$ cat config.mk
export PLATFORM = sky130hd
export DESIGN_NAME = mem_ctrl
export DESIGN_NICKNAME = d
export VERILOG_FILES = /design/src/rtl/mem_ctrl_pkg.sv /design/src/rtl/mem_ctrl_lsu_align.sv /design/src/rtl/mem_ctrl.sv
export SDC_FILE = /design/constraint.sdc
export NUM_CORES = 1
export LEC_CHECK = 0
export BUFFER_PORTS_ARGS = -buffer_cell sky130_fd_sc_hd__buf_4
export CAP_MARGIN = 20
export CORE_ASPECT_RATIO = 0.5
export CORE_MARGIN = 3
export CORE_UTILIZATION = 49
export DETAILED_ROUTE_END_ITERATION = 10
export HOLD_SLACK_MARGIN = 0.03
export PLACE_DENSITY = 0.84
export SKIP_CTS_REPAIR_TIMING = 1
export SLEW_MARGIN = 20
export SYNTH_ARGS = -nofsm -noshare
export SYNTH_HDL_FRONTEND = slang
export SYNTH_SLANG_ARGS = --single-unit
$ cat constraint.sdc
create_clock -name clk -period 2.92 [get_ports clk]
set_input_delay 0.438 -clock clk [delete_from_list [all_inputs] [get_ports clk]]
set_output_delay 0.438 -clock clk [all_outputs]
set_load 0.1 [all_outputs]
$ cat src/rtl/mem_ctrl_pkg.sv
// Shared constants for the MEM-stage data-memory controller: opcodes,
// funct3 access codes, FSM state encodings and the latched-op record.
package mem_ctrl_pkg;

    localparam logic [6:0] OPC_LOAD  = 7'b0000011;
    localparam logic [6:0] OPC_STORE = 7'b0100011;

    localparam logic [2:0] F3_B  = 3'b000;
    localparam logic [2:0] F3_H  = 3'b001;
    localparam logic [2:0] F3_W  = 3'b010;
    localparam logic [2:0] F3_BU = 3'b100;
    localparam logic [2:0] F3_HU = 3'b101;

    localparam logic [1:0] ST_IDLE = 2'd0;
    localparam logic [1:0] ST_REQ  = 2'd1;
    localparam logic [1:0] ST_DONE = 2'd2;

    // Copy of the access taken at detect time; the live inputs are not
    // trusted once the controller has left IDLE.
    typedef struct packed {
        logic       is_store;
        logic [2:0] funct3;
        logic [1:0] addr_lo;
    } mem_op_t;

    function automatic logic is_mem_opcode(input logic [6:0] op);
        return (op == OPC_LOAD) || (op == OPC_STORE);
    endfunction

endpackage

$ cat src/rtl/mem_ctrl_lsu_align.sv
// Byte-lane alignment for the data-memory port: store byte enables and
// lane-replicated write data, load extraction/extension, and the
// illegal-or-misaligned flag.
module lsu_align
    import mem_ctrl_pkg::*;
(
    input  logic        is_store,
    input  logic [1:0]  addr_lo,
    input  logic [2:0]  funct3,
    input  logic [31:0] store_data,
    input  logic [31:0] rdata,
    output logic [3:0]  be,
    output logic [31:0] wdata,
    output logic [31:0] load_val,
    output logic        bad
);

    logic [7:0]  rbyte;
    logic [15:0] rhalf;

    assign rbyte = rdata[{addr_lo, 3'b000} +: 8];
    assign rhalf = rdata[{addr_lo[1], 4'b0000} +: 16];

    // Decode size/sign; unsigned variants only exist for loads.
    always_comb begin
        be       = 4'b0000;
        wdata    = 32'd0;
        load_val = 32'd0;
        bad      = 1'b0;
        case (funct3)
            F3_B: begin
                be       = 4'b0001 << addr_lo;
                wdata    = {4{store_data[7:0]}};
                load_val = {{24{rbyte[7]}}, rbyte};
            end
            F3_H: begin
                bad      = addr_lo[0];
                be       = 4'b0011 << {addr_lo[1], 1'b0};
                wdata    = {2{store_data[15:0]}};
                load_val = {{16{rhalf[15]}}, rhalf};
            end
            F3_W: begin
                bad      = |addr_lo;
                be       = 4'b1111;
                wdata    = store_data;
                load_val = rdata;
            end
            F3_BU: begin
                bad      = is_store;
                load_val = {24'd0, rbyte};
            end
            F3_HU: begin
                bad      = is_store | addr_lo[0];
                load_val = {16'd0, rhalf};
            end
            default: bad = 1'b1;
        endcase
        if (!is_store) be = 4'b0000;
    end

endmodule

$ cat src/rtl/mem_ctrl.sv
// MEM-stage data-memory sequencer: detects a load/store, issues one
// req/ack transaction (or flags an error), stalls upstream until done.
module mem_ctrl
    import mem_ctrl_pkg::*;
#(
    parameter int TIMEOUT = 16
) (
    input  logic        clk,
    input  logic        rst_n,
    input  logic        valid_i,
    input  logic [6:0]  opcode_i,
    input  logic [2:0]  funct3_i,
    input  logic [31:0] addr_i,
    input  logic [31:0] store_data_i,
    output logic        stall_o,
    output logic        done_o,
    output logic        err_o,
    output logic [31:0] load_out_o,
    output logic        dmem_req_o,
    output logic        dmem_we_o,
    output logic [31:0] dmem_addr_o,
    output logic [3:0]  dmem_be_o,
    output logic [31:0] dmem_wdata_o,
    input  logic        dmem_ack_i,
    input  logic [31:0] dmem_rdata_i
);

    localparam int TMO_W = $clog2(TIMEOUT) + 1;

    logic [1:0]       state;
    logic [TMO_W-1:0] cnt;
    mem_op_t          op_q;
    mem_op_t          op_sel;
    logic             mem_op;
    logic [3:0]       al_be;
    logic [31:0]      al_wdata;
    logic [31:0]      al_load;
    logic             al_bad;

    assign mem_op = valid_i & is_mem_opcode(opcode_i);

    // Align from live inputs while detecting, from the latched copy after.
    always_comb begin
        op_sel = op_q;
        if (state == ST_IDLE) begin
            op_sel.is_store = (opcode_i == OPC_STORE);
            op_sel.funct3   = funct3_i;
            op_sel.addr_lo  = addr_i[1:0];
        end
    end

    lsu_align u_align (
        .is_store   (op_sel.is_store),
        .addr_lo    (op_sel.addr_lo),
        .funct3     (op_sel.funct3),
        .store_data (store_data_i),
        .rdata      (dmem_rdata_i),
        .be         (al_be),
        .wdata      (al_wdata),
        .load_val   (al_load),
        .bad        (al_bad)
    );

    // rst_n gate keeps stall low while held in reset even if valid_i is high.
    assign stall_o = rst_n & (((state == ST_IDLE) & mem_op) | (state == ST_REQ));
    assign done_o  = (state == ST_DONE);

    // Transaction FSM plus registered port and result state.
    always_ff @(posedge clk or negedge rst_n) begin
        if (!rst_n) begin
            state        <= ST_IDLE;
            cnt          <= '0;
            op_q         <= '0;
            err_o        <= 1'b0;
            load_out_o   <= 32'd0;
            dmem_req_o   <= 1'b0;
            dmem_we_o    <= 1'b0;
            dmem_addr_o  <= 32'd0;
            dmem_be_o    <= 4'b0000;
            dmem_wdata_o <= 32'd0;
        end else begin
            case (state)
                ST_IDLE: begin
                    if (mem_op) begin
                        op_q <= op_sel;
                        if (al_bad) begin
                            state      <= ST_DONE;
                            err_o      <= 1'b1;
                            load_out_o <= 32'd0;
                        end else begin
                            state        <= ST_REQ;
                            cnt          <= '0;
                            dmem_req_o   <= 1'b1;
                            dmem_we_o    <= op_sel.is_store;
                            dmem_addr_o  <= {addr_i[31:2], 2'b00};
                            dmem_be_o    <= al_be;
                            dmem_wdata_o <= al_wdata;
                        end
                    end
                end
                ST_REQ: begin
                    if (dmem_ack_i) begin
                        state      <= ST_DONE;
                        dmem_req_o <= 1'b0;
                        err_o      <= 1'b0;
                        load_out_o <= op_q.is_store ? 32'd0 : al_load;
                    end else if (cnt == TMO_W'(TIMEOUT - 1)) begin
                        state      <= ST_DONE;
                        dmem_req_o <= 1'b0;
                        err_o      <= 1'b1;
                        load_out_o <= 32'd0;
                    end else begin
                        cnt <= cnt + 1'b1;
                    end
                end
                ST_DONE: state <= ST_IDLE;
                default: state <= ST_IDLE;
            endcase
        end
    end

endmodule

### Word level (Yosys, flattened, before mapping)

Cells that the tools add are included.
W data, S select, Z words.

* memories: 0
* bits in read-only memories: 0
* input port bits: 110
* flip-flop bits (word level): 114
* RAM bits: 0
* logic and storage cells: 81
* bits in latches: 0

* $add $sub $neg: 1
* div/mod/pow operators: 0
* equal/unequal tests: 15
* mux-type cells: 32
* bitwise gates (word level): 6
* $lt $le $gt $ge: 0
* shift-type cells: 4
* reduce and logical (&&, ||, !) cells: 11
* multipliers: 0

Operators by type and width (count)
* $mux W32: 5
* $pmux W32 S5: 1
* $pmux W32 S3: 1
* $pmux W32 S2: 1
* $shiftx A32 B6 Y16: 1
* $shiftx A32 B6 Y8: 1
* $mux W5: 4
* $pmux W4 S3: 1
* $ne A2 B2 Y1 const B: 5
* $pmux W5 S2: 1
* $mux W1: 8
* $mux W2: 4
* $reduce_and A4 Y1: 2
* $eq A7 B2 Y1 const B: 1
* $eq A7 B6 Y1 const B: 1
* $eq A3 B3 Y1 const B: 2
* $mux W6: 1
* $add A5 B1 Y5 const B: 1
* $eq A5 B4 Y1 const B: 1
* $pmux W1 S5: 1
* $reduce_and A5 Y1: 1
* $mux W4: 1
* $pmux W1 S2: 2
* $pmux W2 S2: 1
* other kinds (17): 21

### Longest topological paths before layout

* depth after elaboration: 7
* mapped depth: 9
* gate-level depth less buffers: 7

### Hierarchy

From an unflattened synthesis, not the netlist that was laid out.

* cell total of the unflattened synthesis: 532
* area, all modules: 6364.9 um^2

By module, submodules not included
* mem_ctrl: area an instance 4809.6 um^2, times used 1, seq. area each 2852.7 um^2, cells an instance 292
* lsu_align: area an instance 1555.2 um^2, times used 1, seq. area each 0.0 um^2, cells an instance 240

### Worst setup path after synthesis

OpenSTA, ideal clock, no wires.

* path kind: input to output
* from: input opcode_i[3]
* to: output stall_o
* stages: 4
* arrival: 2413 ps
* slack: 69 ps
* cells stage by stage: nor4bb_1 -> and3_1 -> o21ai_0 -> nor2_1

* cells in the longest elaborated chain, start to end: 6
* elaborated cells between the ends (all ways): 7
* classes of those cells: eq/ne (2); bitwise (4); reduce/logical (1)

Ends and longest elaborated chain
* from (decl): line mem_ctrl.sv:11 `input logic [6:0] opcode_i,`
* $eq A7 B2 Y1 / $eq A7 B6 Y1 (equally long branches): line mem_ctrl_pkg.sv:27 `return (op == OPC_LOAD) || (op == OPC_STORE);`
* $logic_or A1 B1 Y1 (*): line mem_ctrl_pkg.sv:27
* $and A1 B1 Y1 (*): line mem_ctrl.sv:40 `assign mem_op = valid_i & is_mem_opcode(opcode_i);`
* $and A1 B1 Y1 (*): line mem_ctrl.sv:65 `assign stall_o = rst_n & (((state == ST_IDLE) & mem_op) | (state == ST_REQ));`
* $or A1 B1 Y1 (*): line mem_ctrl.sv:65
* $and A1 B1 Y1 (*): line mem_ctrl.sv:65
* to (decl): line mem_ctrl.sv:15 `output logic stall_o,`

Every way passes the cells marked *; elsewhere a longest branch is shown, timed or not.

### Worst setup path in the final report

* from: register state[0]
* to: register err_o

* cells in the longest elaborated chain, start to end: 6
* elaborated cells between the ends (all ways): 17
* classes of those cells: eq/ne (8); mux (3); bitwise (1); reduce/logical (5)

Ends and longest elaborated chain
* from (decl): line mem_ctrl.sv:30 `logic [1:0] state;`
* from (signal assigned): line mem_ctrl.sv:71 `state <= ST_IDLE;`
* from (signal assigned): line mem_ctrl.sv:87 `state <= ST_DONE;`
* from (signal assigned): line mem_ctrl.sv:91 `state <= ST_REQ;`
* $logic_not A2 Y1: line mem_ctrl.sv:45, mem_ctrl.sv:82
* $mux W6: line mem_ctrl.sv:45 `if (state == ST_IDLE) begin`
* $eq A3 B3 Y1 (tied with other cells): line mem_ctrl_lsu_align.sv:30 `case (funct3)`
* $pmux W1 S5: line mem_ctrl_lsu_align.sv:30
* $ne A2 B2 Y1 (no source line)
* $reduce_and A4 Y1 (no source line)
* to (signal assigned): line mem_ctrl.sv:74 `err_o <= 1'b0;`
* to (signal assigned): line mem_ctrl.sv:88 `err_o <= 1'b1;`
* to (signal assigned): line mem_ctrl.sv:105 `err_o <= 1'b0;`
* to (decl): line mem_ctrl.sv:17 `output logic err_o,`

Parallel ways exist; a longest one is shown, timed or not.
A chain may end at the register's enable or synchronous reset.

==> impl_metrics.yaml <==
global_route:
  grt_pass1_vias: 5297
  track_usage_pct: 28.0
  grt-ovfl-total: 0
  grt_max_degree: 115
  grt_pass1_wl_mm: 27.5
  antenna_found_initial: 0
yosys:
  ys_seq_elements: 114
  synth_top_area_share_pct: 51.7
  syn_inst: 544
  synth_edf_count: 0
  post-synth-top-count-cell: "dfrtp_1"
  synth_commonest_cells: "dfrtp_1, nand2_1, o21ai_0"
  yosysUniqueCellTypes: 63
  synth_top_area_cell: "dfrtp_1"
  syn_area_um2: 5520
  synthFlopType: "dfrtp_1"
  synthArstFlopShare_pct: 100
  synthTopCellsByArea: "dfrtp_1, nand2_1, mux2_1"
  synth_area_per_cell_um2: 10.1
  ys_seq_area_share_pct: 51.7
  synth_warnings: 0
timing:
  whs_ns: 0.126
  slew_headroom_pct: 42.8
  worstMarginPinSlew_ns: 0.858
  hold_violations: 0
  rsz0062_at_grt: "false"
  min_period_ns: 2.70
  fmax_ghz: 0.370
  period_share_pct: 92.6
  finalClockSkew_ns: 0.00954
  setup_viol: 0
  slew_viol_final: 0
  setup_tns_ns: 0
  setup_slack_ns: 0.215
power_and_ir_drop:
  peakVddDrop_uv: 374
  power.leakage_nw: 3.94
  powerDensity_nw_per_um2: 666
detailed_routing:
  wl_per_cell_um: 19.1
  postRouteAntennaNets: 0
  drcViolationCount: 0
  vias: 5252
  drt_wl_total_mm: 17.3
  first_pass_iters: 8
  via_per_inst: 5.80
  drt_iter0_markers: 468
critical_path:
  cpPeakStageDelay_ns: 0.61
  critPathKind: "register to register"
  crit_chain: "buf_4, nor2_2, mux2i_1, a211o_1, a221o_2, inv_1, a2bb2oi_2"
  worstPathRequired_ns: 3.22
  critical_path.top_delay_family: "compound AO/OA/AOI/OAI gates"
  startpoint_type: "register"
  cp_max_fo: 33
  cp.arrival_ns: 3.01
  regToRegSetupSlack_ns: 0.22
  critical_path.startpoint: "state[0]$_DFFE_PN0P_"
  path_depth: 7
  r2r-start: "state[0]$_DFFE_PN0P_"
  critical_path.endpoint_type: "register"
  crit_buf_inv: 2
  reg2regPathDepth: 7
  rr_endpoint: "err_o$_DFFE_PN0P_"
  crit_slowest_cell: "a221o_2"
clock_tree:
  clk_latency_ns: 0.42
  cts_root_buf: "clkbuf_16"
  clockBufferDepth: 2
  clk_pin_slew_ns: 0.05
  clock-sinks: 114
  numCtsBuffers: 17
  cts_tree: "done"
  htreeDepth: 4
floorplanning:
  chipHeight_um: 81.1
  initial_core_util_pct: 52.2
  die-area_um2: 12700
  io_pins: 215
  design.core.area_um2: 10600
  die-width_um: 156
  rows: 26
layout:
  fin_nets: 864
  drive_above_1_share_pct: 35.4
  n_fill_cell: 741
  stdcell_count: 905
  area_delta_synth_final_pct: 42.4
  final_util_pct: 74.4
  antenna_cells: 0
place:
  gp_congestion: 0.848
  pre_cts_ws_ns: 0.308
  dp.cells: 873
  place_hpwl_mm: 12.2
  port_buffers: 212
run_status:
  status: "finished clean"
run:
  cap_violations: 0
worst_hold_path:
  hold_path_class: "input port to asynchronous set/reset pin"
-- worst max-delay path by stage --
stage,end,slack [ns]
floorplan,stall_o,0.07
global placement,dmem_addr_o[21]$_DFFE_PN0P_,0.34
detailed placement,load_out_o[13]$_DFFE_PN0P_,0.31
CTS,err_o$_DFFE_PN0P_,0.26
global route,err_o$_DFFE_PN0P_,0.04
finish,err_o$_DFFE_PN0P_,0.22
-- per-layer routing --
layer  wire length, µm  GRT usage [%]  vias up
met3              1500           6.97       55
met4               564           12.7        0
met1              6720           34.2     2522
met2              8540           47.8      280
li1                  -              -     2395
met5                 0              0        -
-- state kept, by name (all words and copies together) (netlist names) --
signal / count
dmem_wdata_o: 32
load_out_o: 32
dmem_addr_o: 30
op_q: 6
cnt: 5
dmem_be_o: 4
state: 2
dmem_req_o: 1
dmem_we_o: 1
err_o: 1
-- placed cells by master, fill, tap and decap left out, drive strengths merged, types with 8 or more instances in the layout --
cell type and instances:
a221oi 12, clkbuf 22, o31ai 14, mux2 32, nor2 13, a21oi 37, buf 227, o21ai 69
and3 8, a22oi 15, nand2 110, dfrtp 114
-- final cells by class --
type / instances / area [µm²] / area share [%]
clock buffer: 22 / 464 / 5.90
clock inverter: 10 / 180 / 2.29
inverter: 5 / 18.8 / 0.239
multi-input combinational: 387 / 2430 / 30.9
sequential: 114 / 2850 / 36.3
tap: 140 / 175 / 2.23
timing repair buffer: 227 / 1740 / 22.2
-- report_power, final --
part	internal [W]	switching [W]	leakage, nW
logic	0.000324	0.000885	2.06
registers	0.00167	0.0000663	1.56
clock network	0.00155	0.000736	0.310
total	0.00355	0.00169	3.94
-- cell families (layout without fill, tap and decap cells) --
family	after synthesis	after routing	synth area share, %
other cells	1	2	0.0679
compound gates	182	182	21.4
buf+inv	44	264	4.53
fa+ha+maj	2	2	0.453
xor+xnor	2	2	0.317
flops	114	114	51.7
mux	38	38	8.43
simple gates	161	161	13.1
-- through the flow --
step	total power (W)	cell area, µm²
after floorplan	0.00258	5530
after global placement	0.00294	7220
after detailed placement	0.00296	7220
after CTS	0.00524	7860
after global routing	0.00540	7860
final	0.00524	7860
(Power assumes the default switching activity.)
